--- src/rtl/fetch_stage_pkg.sv ---
// Shared definitions for the instruction fetch stage.
// Holds the bubble (NOP) encoding, the HALT opcode, the default reset PC,
// the fetch state encoding and a small opcode helper used by the top.
package fetch_stage_pkg;

  localparam logic [15:0] PKG_NOP_INSTR = 16'h0800;
  localparam logic [4:0]  HALT_OPCODE   = 5'b00000;
  localparam logic [15:0] PKG_RESET_PC  = 16'h0000;

  // The state bit is exported directly as the halted output.
  typedef enum logic {
    RUN    = 1'b0,
    HALTED = 1'b1
  } fetch_state_t;

  function automatic logic is_halt(input logic [15:0] instr);
    return instr[15:11] == HALT_OPCODE;
  endfunction

endpackage

--- src/rtl/fetch_stage_cla16.sv ---
// 16-bit carry-lookahead adder used for the PC increment.
// Ports:
//   a, b   : 16-bit addends
//   c_in   : carry in
//   sum    : 16-bit sum (wraps)
//   c_out  : carry out of bit 15
// Four 4-bit groups; group carries are resolved by lookahead, bit carries
// inside a group are derived from the group carry-in.
module cla_16b (
  input  logic [15:0] a,
  input  logic [15:0] b,
  input  logic        c_in,
  output logic [15:0] sum,
  output logic        c_out
);

  logic [15:0] g;
  logic [15:0] p;
  logic [3:0]  grp_g;
  logic [3:0]  grp_p;
  logic [4:0]  grp_c;
  logic [16:0] c;

  assign g = a & b;
  assign p = a ^ b;

  // Group generate/propagate, then lookahead across the groups, then
  // per-bit carries inside each group from that group's carry-in.
  always_comb begin
    grp_g = '0;
    grp_p = '0;
    grp_c = '0;
    c     = '0;
    for (int k = 0; k < 4; k++) begin
      grp_p[k] = &p[4*k +: 4];
      grp_g[k] = g[4*k+3]
               | (p[4*k+3] & g[4*k+2])
               | (p[4*k+3] & p[4*k+2] & g[4*k+1])
               | (p[4*k+3] & p[4*k+2] & p[4*k+1] & g[4*k]);
    end
    grp_c[0] = c_in;
    for (int k = 0; k < 4; k++) begin
      grp_c[k+1] = grp_g[k] | (grp_p[k] & grp_c[k]);
    end
    for (int k = 0; k < 4; k++) begin
      c[4*k] = grp_c[k];
      for (int j = 1; j < 4; j++) begin
        c[4*k+j] = g[4*k+j-1] | (p[4*k+j-1] & c[4*k+j-1]);
      end
    end
    c[16] = grp_c[4];
  end

  assign sum   = p ^ c[15:0];
  assign c_out = c[16];

endmodule

--- src/rtl/fetch_stage.sv ---
// Instruction fetch stage: owns the PC and the IF/ID pipeline register.
// Ports:
//   clk, rst      : clock, asynchronous active-high reset
//   imem_addr     : instruction memory address (the PC register)
//   imem_data     : instruction word for imem_addr, same cycle
//   stall         : downstream hazard, hold PC and IF/ID
//   redirect      : taken branch/jump, squash and refetch from redirect_pc
//   redirect_pc   : redirect target
//   instr_out     : IF/ID instruction
//   pc_2_out      : IF/ID fetched PC+2
//   valid_out     : IF/ID holds a real instruction
//   halted        : fetch stopped on HALT
//   err           : sticky misaligned redirect error
// Priority each cycle: redirect > stall > halted > normal fetch.
module fetch_stage
  import fetch_stage_pkg::*;
#(
  parameter logic [15:0] RESET_PC  = PKG_RESET_PC,
  parameter logic [15:0] NOP_INSTR = PKG_NOP_INSTR
) (
  input  logic        clk,
  input  logic        rst,
  output logic [15:0] imem_addr,
  input  logic [15:0] imem_data,
  input  logic        stall,
  input  logic        redirect,
  input  logic [15:0] redirect_pc,
  output logic [15:0] instr_out,
  output logic [15:0] pc_2_out,
  output logic        valid_out,
  output logic        halted,
  output logic        err
);

  fetch_state_t state_q, state_d;
  logic [15:0]  pc_q, pc_d;
  logic [15:0]  instr_q, instr_d;
  logic [15:0]  pc_2_q, pc_2_d;
  logic         valid_q, valid_d;
  logic         err_q, err_d;
  logic [15:0]  pc_plus2;

  cla_16b u_pc_inc (
    .a     (pc_q),
    .b     (16'h0002),
    .c_in  (1'b0),
    .sum   (pc_plus2),
    .c_out ()
  );

  // State register and all datapath flops share the async reset.
  always_ff @(posedge clk or posedge rst) begin
    if (rst) begin
      state_q <= RUN;
      pc_q    <= RESET_PC;
      instr_q <= NOP_INSTR;
      pc_2_q  <= 16'h0000;
      valid_q <= 1'b0;
      err_q   <= 1'b0;
    end else begin
      state_q <= state_d;
      pc_q    <= pc_d;
      instr_q <= instr_d;
      pc_2_q  <= pc_2_d;
      valid_q <= valid_d;
      err_q   <= err_d;
    end
  end

  // Next state: a redirect always returns to RUN, even over a HALT seen in
  // the same cycle; a HALT is only recognised on an unstalled RUN fetch.
  always_comb begin
    state_d = state_q;
    if (redirect) begin
      state_d = RUN;
    end else if (!stall && state_q == RUN && is_halt(imem_data)) begin
      state_d = HALTED;
    end
  end

  // PC and IF/ID next values. On redirect pc_2 is left alone since the
  // slot is a bubble; the misaligned target is forced even and flagged.
  always_comb begin
    pc_d    = pc_q;
    instr_d = instr_q;
    pc_2_d  = pc_2_q;
    valid_d = valid_q;
    err_d   = err_q;
    if (redirect) begin
      pc_d    = {redirect_pc[15:1], 1'b0};
      instr_d = NOP_INSTR;
      valid_d = 1'b0;
      err_d   = err_q | redirect_pc[0];
    end else if (stall) begin
      pc_d = pc_q;
    end else if (state_q == HALTED) begin
      instr_d = NOP_INSTR;
      valid_d = 1'b0;
    end else begin
      pc_d    = pc_plus2;
      instr_d = imem_data;
      pc_2_d  = pc_plus2;
      valid_d = 1'b1;
    end
  end

  // Outputs are straight register taps.
  always_comb begin
    imem_addr = pc_q;
    instr_out = instr_q;
    pc_2_out  = pc_2_q;
    valid_out = valid_q;
    halted    = (state_q == HALTED);
    err       = err_q;
  end

endmodule
--- config.mk ---
export PLATFORM = sky130hd
export DESIGN_NAME = fetch_stage
export DESIGN_NICKNAME = d
export VERILOG_FILES = /design/src/rtl/fetch_stage_pkg.sv /design/src/rtl/fetch_stage_cla16.sv /design/src/rtl/fetch_stage.sv
export SDC_FILE = /design/constraint.sdc
export NUM_CORES = 1
export LEC_CHECK = 0
export CELL_PAD_IN_SITES_DETAIL_PLACEMENT = 0
export CELL_PAD_IN_SITES_GLOBAL_PLACEMENT = 1
export CORE_MARGIN = 3
export CORE_UTILIZATION = 33
export CTS_CLUSTER_DIAMETER = 60
export DETAILED_ROUTE_END_ITERATION = 8
export PLACE_DENSITY = 0.9
export SYNTH_ARGS = -nofsm -noshare
export SYNTH_HDL_FRONTEND = slang
export SYNTH_SLANG_ARGS = --single-unit
--- constraint.sdc ---
create_clock -name clk -period 1.95 [get_ports clk]
set_input_delay 0.39 -clock clk [delete_from_list [all_inputs] [get_ports clk]]
set_output_delay 0.39 -clock clk [all_outputs]
set_load 0.02 [all_outputs]
# After elaboration in Yosys (flattened, before gate mapping)
# Index checks and enable logic that the tools add are counted.
dict set report totals {
  register_bits 51
  latchBits 0
  ramBits 0
  rom_bits 0
  elab_cells 48
  mem_count 0
}
dict set report classes {
  addsub 0
  n_mul 0
  div_mod_pow 0
  order_cmp 0
  eq_ne 2
  n_shift 0
  mux 11
  bitwise 20
  reduce_logical 9
}
# operator count
set op_table {}
lappend op_table {{2-to-1 mux 16 bit} 6}
lappend op_table {{XOR 16 bit} 1}
lappend op_table {{AND 1 bit} 14}
lappend op_table {{AND reduction 4 bit} 2}
lappend op_table {{logical NOT 5 bit} 1}
lappend op_table {{2-to-1 mux 1 bit} 5}
lappend op_table {{inverter 1 bit} 4}
lappend op_table {{AND reduction 3 bit} 1}
lappend op_table {{logical AND 1 bit} 2}
lappend op_table {{inequality test 2 x 1 -> 1 bit, second input constant} 1}
lappend op_table {{inequality test 2 bit, second input constant} 1}
lappend op_table {{AND reduction 2 bit} 1}
lappend op_table {{nonzero test 2 bit} 1}
lappend op_table {{logical NOT 1 bit} 1}
lappend op_table {{OR 1 bit} 1}

# Logic depth before layout (Yosys ltp)
dict set report depth {
  ltp_word 11
  mapped_depth 8
}

# Hierarchy
# A second synthesis with hierarchy kept.
dict set report unflattened {
  hier_cells 233
  area_unflattened_um2 2854.0
}
# module n_inst cells_per_inst area_each_um2
set by_module_without_submodules {}
lappend by_module_without_submodules {fetch_stage 1 160 2163.3}
lappend by_module_without_submodules {cla_16b 1 73 690.7}

# Worst setup path after synthesis
# Ideal clock, no wire load.
dict set report synth_path {
  path_type {reg-to-reg}
  startpoint {register pc_q[1], in the netlist imem_addr[1]}
  endpoint {register pc_q[15], in the netlist imem_addr[15]}
  setup_ps 136
  arrival_time_ps 1720
  path_slack_ps 94
  path_stages_with_launch 9
  n_path_buf 0
  synth_period_minus_slack_ps 1856
  cell_sequence {dfrtp_1 nand3_1 nor3_1 ha_1 ha_1 ha_1 nor3b_1 xnor2_1 o21ai_0}
}
dict set report synth_via {
  elab_chain_len 10
}
# element line
set synth_lines {}
lappend synth_lines {{from (decl)} fetch_stage.sv:36} ;# logic [15:0] pc_q, pc_d;
lappend synth_lines {{from (signal assigned)} fetch_stage.sv:62} ;# pc_q <= pc_d;
lappend synth_lines {{AND 1 bit} fetch_stage_cla16.sv:38} ;# | (p[4*k+3] & p[4*k+2] & g[4*k+1])
lappend synth_lines {{AND 1 bit (2 in a row)} fetch_stage_cla16.sv:43} ;# grp_c[k+1] = grp_g[k] | (grp_p[k] & grp_c[k]);
lappend synth_lines {{AND 1 bit (3 in a row)} fetch_stage_cla16.sv:48} ;# c[4*k+j] = g[4*k+j-1] | (p[4*k+j-1] & c[4*k+j-1]);
lappend synth_lines {{XOR 16 bit} fetch_stage_cla16.sv:54} ;# assign sum = p ^ c[15:0];
lappend synth_lines {{2-to-1 mux 16 bit} fetch_stage.sv:96} ;# end else if (state_q == HALTED) begin
lappend synth_lines {{2-to-1 mux 16 bit} fetch_stage.sv:94} ;# end else if (stall) begin
lappend synth_lines {{2-to-1 mux 16 bit} fetch_stage.sv:89} ;# if (redirect) begin
# Every way passes these cells. The select of a mux whose other input is x is not followed.
# A chain may end at the register's enable or synchronous reset.

# Worst setup path after layout
dict set report layout_path {
  startpoint {register pc_q[2], in the netlist imem_addr[2]}
  endpoint {output imem_addr[2]}
}
# element line
set layout_lines {}
lappend layout_lines {{to (decl)} fetch_stage.sv:23} ;# output logic [15:0] imem_addr,
# No word-level cell between the ends.

==> summary.md <==
| Metric | Value |
|---|---|
| Run status | completed |
| Crit end category | primary output |
| Post-Synth XOR/XNOR Area | 0.0360 |
| Rows | 29 |
| Synth Area in Adders | 0.0571 |
| RR Startpoint | imem_addr[2] |
| Port-buffer cells | 84 |
| YS warnings | 0 |
| Proportion of synthesized area in mux cells | 0.102 |
| Antenna fix cells | 0 |
| Vias in the first global route | 1,705 |
| Main combinational cell family by area after synthesis | compound AO/OA/AOI/OAI gates |
| Period utilization | 0.950 |
| DIE AREA | 0.00765 mm² |
| ANT nets after route | 0 |
| Vias | 1,706 |
| Worst-Margin Slew | 1090 ps |
| Max FO, Critical Path | 3 |
| Initial Util | 0.343 |
| Largest net degree at the start of global routing | 50 |
| Max-slew violations | 0 |
| Die Y | 87.5 µm |
| Seq/Total Area, Yosys | 0.560 |
| Power Density | 822 mW/mm² |
| Core ar. | 0.00639 mm² |
| Avg Inst Size Synth | 12.1 µm² |
| Max Cap Violations | 0 |
| Lkg Pwr | 1.49 nW |
| Primary FF master, synth | dfrtp_1 |
| H-tree Lvls | 2 |
| Number of synthesized flops with an enable pin | 0 |
| Multi-input logic area | 898 µm² |
| Peak supply drop | 0.000620 V |
| Post-route cell area | 0.00339 mm² |
| Final hold violations | 0 |
| Number of remaining DRC errors | 0 |
| Max_slew headroom | 0.269 |
| GRT overflow | 0 |
| Peak Freq | 540 MHz |
| Initial DRT Pass Iterations | 4 |
| Initial antenna violation count | 0 |
| Dpl cells | approximately 340 |
| Min Clock Period, post-route | 1850 ps |
| Clk_skew | 8.89 ps |
| Total track usage | 0.146 |
| Layout Area Growth over Synthesis | 54.7% |
| Placed instance area | approximately 0.0032 mm² |
| Clock Path Buffers | 2 |
| #FFs+latches synth | 49 |
| Mapped cell area | roughly 0.0022 mm² |
| Post-synthesis instance total | between 150 and 200 |
| CTS tree | done |
| Fill count | about 590 |
| Die X | 87.5 µm |
| Post-synthesis compound-gate area fraction | 0.116 |
| Req. time, crit path | ~1600 ps |
| Netlist cell types | 28 |
| CP Launch Type | flip-flop |
| Count of hold-fix buffers inserted at cts | 0 |
| Drt total wl | 5490 µm |
| Asr flop ratio synth | 1.00 |
| Final Wtd Congestion | 0.736 |
| Synth Area in Simple Gates | 0.0817 |
| Vias/cell | between 4 and 5 |
| Storage cell area | between 0.001 and 0.0015 mm² |
| Count of final setup violators | 0 |
| Num CTS Buffers | 5 |
| Iter 0 DRT Violations | 62 |
| Worst Hold Class | in -> async |
| Global-route wire length before repair | between 8000 and 9000 µm |
| Io pins | 87 |
| Clk_lat worst skew | 300 ps |
| Worst-path clk slew | 100 ps |
| Filler-free cell count of the finished design | approximately 360 |
| Share of layout cells above drive strength 1 | 0.153 |
| Setup Crit Path Kind | reg -> out |
| Worst setup startpoint | imem_addr[2] |
| Clock Sinks | between 40 and 50 |
| DP HPWL | 3940 µm |
| CP Data Arrival Time | 1460 ps |
| # nets final | 326 |
| WL per Instance | roughly 15 µm |
| CTS root buf | clkbuf_8 |
-- final cells by class --
cell class,instances,share of cell area
Sequential cell,49,0.362
Timing Repair Buffer,105,0.306
Clock buffer,6,0.0244
Multi-Input combinational cell,116,0.265
Inverter,3,0.00332
Clock inverter,2,0.0111
Tap cell,77,0.0284
-- what timing repair did --
| action | 4_1_cts | 5_1_grt |
|---|---|---|
| gates resized for setup | 1 | 6 |
| hold endpoints to repair | 0 | 0 |
| setup endpoints to repair | 1 | 4 |
| pin swaps | 0 | 3 |
| cloned | 0 | 0 |
| buffers inserted | 0 | 7 |
-- logic make-up (layout without fill, tap and decap cells) --
family	after synthesis	after routing
xor gates and xnor gates	9	9
other	1	2
DFF	49	49
muxes	21	21
AOI/OAI and AO/OA	38	38
and+or+nand+nor	36	36
adders and majority gates	10	10
buffers and inverters	17	116
-- layout by cell type, fill, tap and decap left out, types with 3 or more instances in the layout --
master and instances:
xnor2_1 9, dfrtp_1 48, ha_1 8, a22o_1 15, o21ai_0 15, mux2_2 5, clkdlybuf4s50_1 84, buf_4 18
mux2_1 5, nand2_1 15, a21oi_1 5, clkbuf_8 6, mux2i_1 11, buf_12 3, nor2_1 8
-- final timing paths --
kind / end / cells past startpoint / slack [ps]
max: imem_addr[2] / 2 / 100
min: instr_out[12] / 3 / 440
max reg2reg: imem_addr[15] / 8 / 160
min reg2reg: err / 1 / 470
max in group asynchronous: instr_out[11] / 3 / 1230
min in group clk: err / 1 / 470
-- stage by stage --
stage	util	power, W	setup slack (ps)	hold slack, ps	TNS, ps
floorplan	-	0.00161	94.0	511	0
global placement	0.499	0.00201	-171	440	-2680
detailed placement	0.499	0.00202	-207	446	-3010
CTS	0.518	0.00279	59.2	446	0
global route	0.531	0.00293	-47.0	457	-47.0
finish	0.531	0.00279	96.9	442	0
-- cell usage after synthesis (2+ instances only) --
cell type  number  area (µm²)
nor2_1          8        30.0
nor2b_1         2        12.5
mux2_2          5        56.3
inv_1           3        11.3
buf_2           2        10.0
xnor2_1         9        78.8
nor3_1          2        10.0
nand4_1         2        12.5
a21o_1          2        15.0
dfrtp_1        48        1200
nand2_1        15        56.3
a21oi_1         5        25.0
buf_4           7        52.6
o21ai_0        15        75.1
mux2_1          5        56.3
nor3b_1         4        30.0
mux2i_1        11         110
ha_1           10         125
clkbuf_1        3        11.3
a22o_1         15         131
-- critical path, stage by stage (launching register included) --
cell             delay, ps
dfrtp_1                400
buf_4                  140
clkdlybuf4s50_1        640
-- metal layers --
metal	up-vias	track usage	wire, µm
met5	-	0	0
met4	0	0.0418	69
met3	6	0.0416	310
met2	44	0.226	2710
met1	828	0.200	2400
li1	828	-	-
-- where the power goes --
group | leakage, nW | switching (W) | internal (W) | total [W]
Clock | 0.0574 | 0.000346 | 0.000417 | 0.000764
Sequential | 0.605 | 0.0000793 | 0.00114 | 0.00122
Combinational | 0.829 | 0.000377 | 0.000428 | 0.000806
Total | 1.49 | 0.000803 | 0.00198 | 0.00279
-- sequential cells by signal (all words and copies together) (netlist names) --
name       count
pc_2_out      15
valid_out      1
instr_out     16
imem_addr     15
halted         1
err            1
Note: power is estimated with default switching activity, not from simulation.
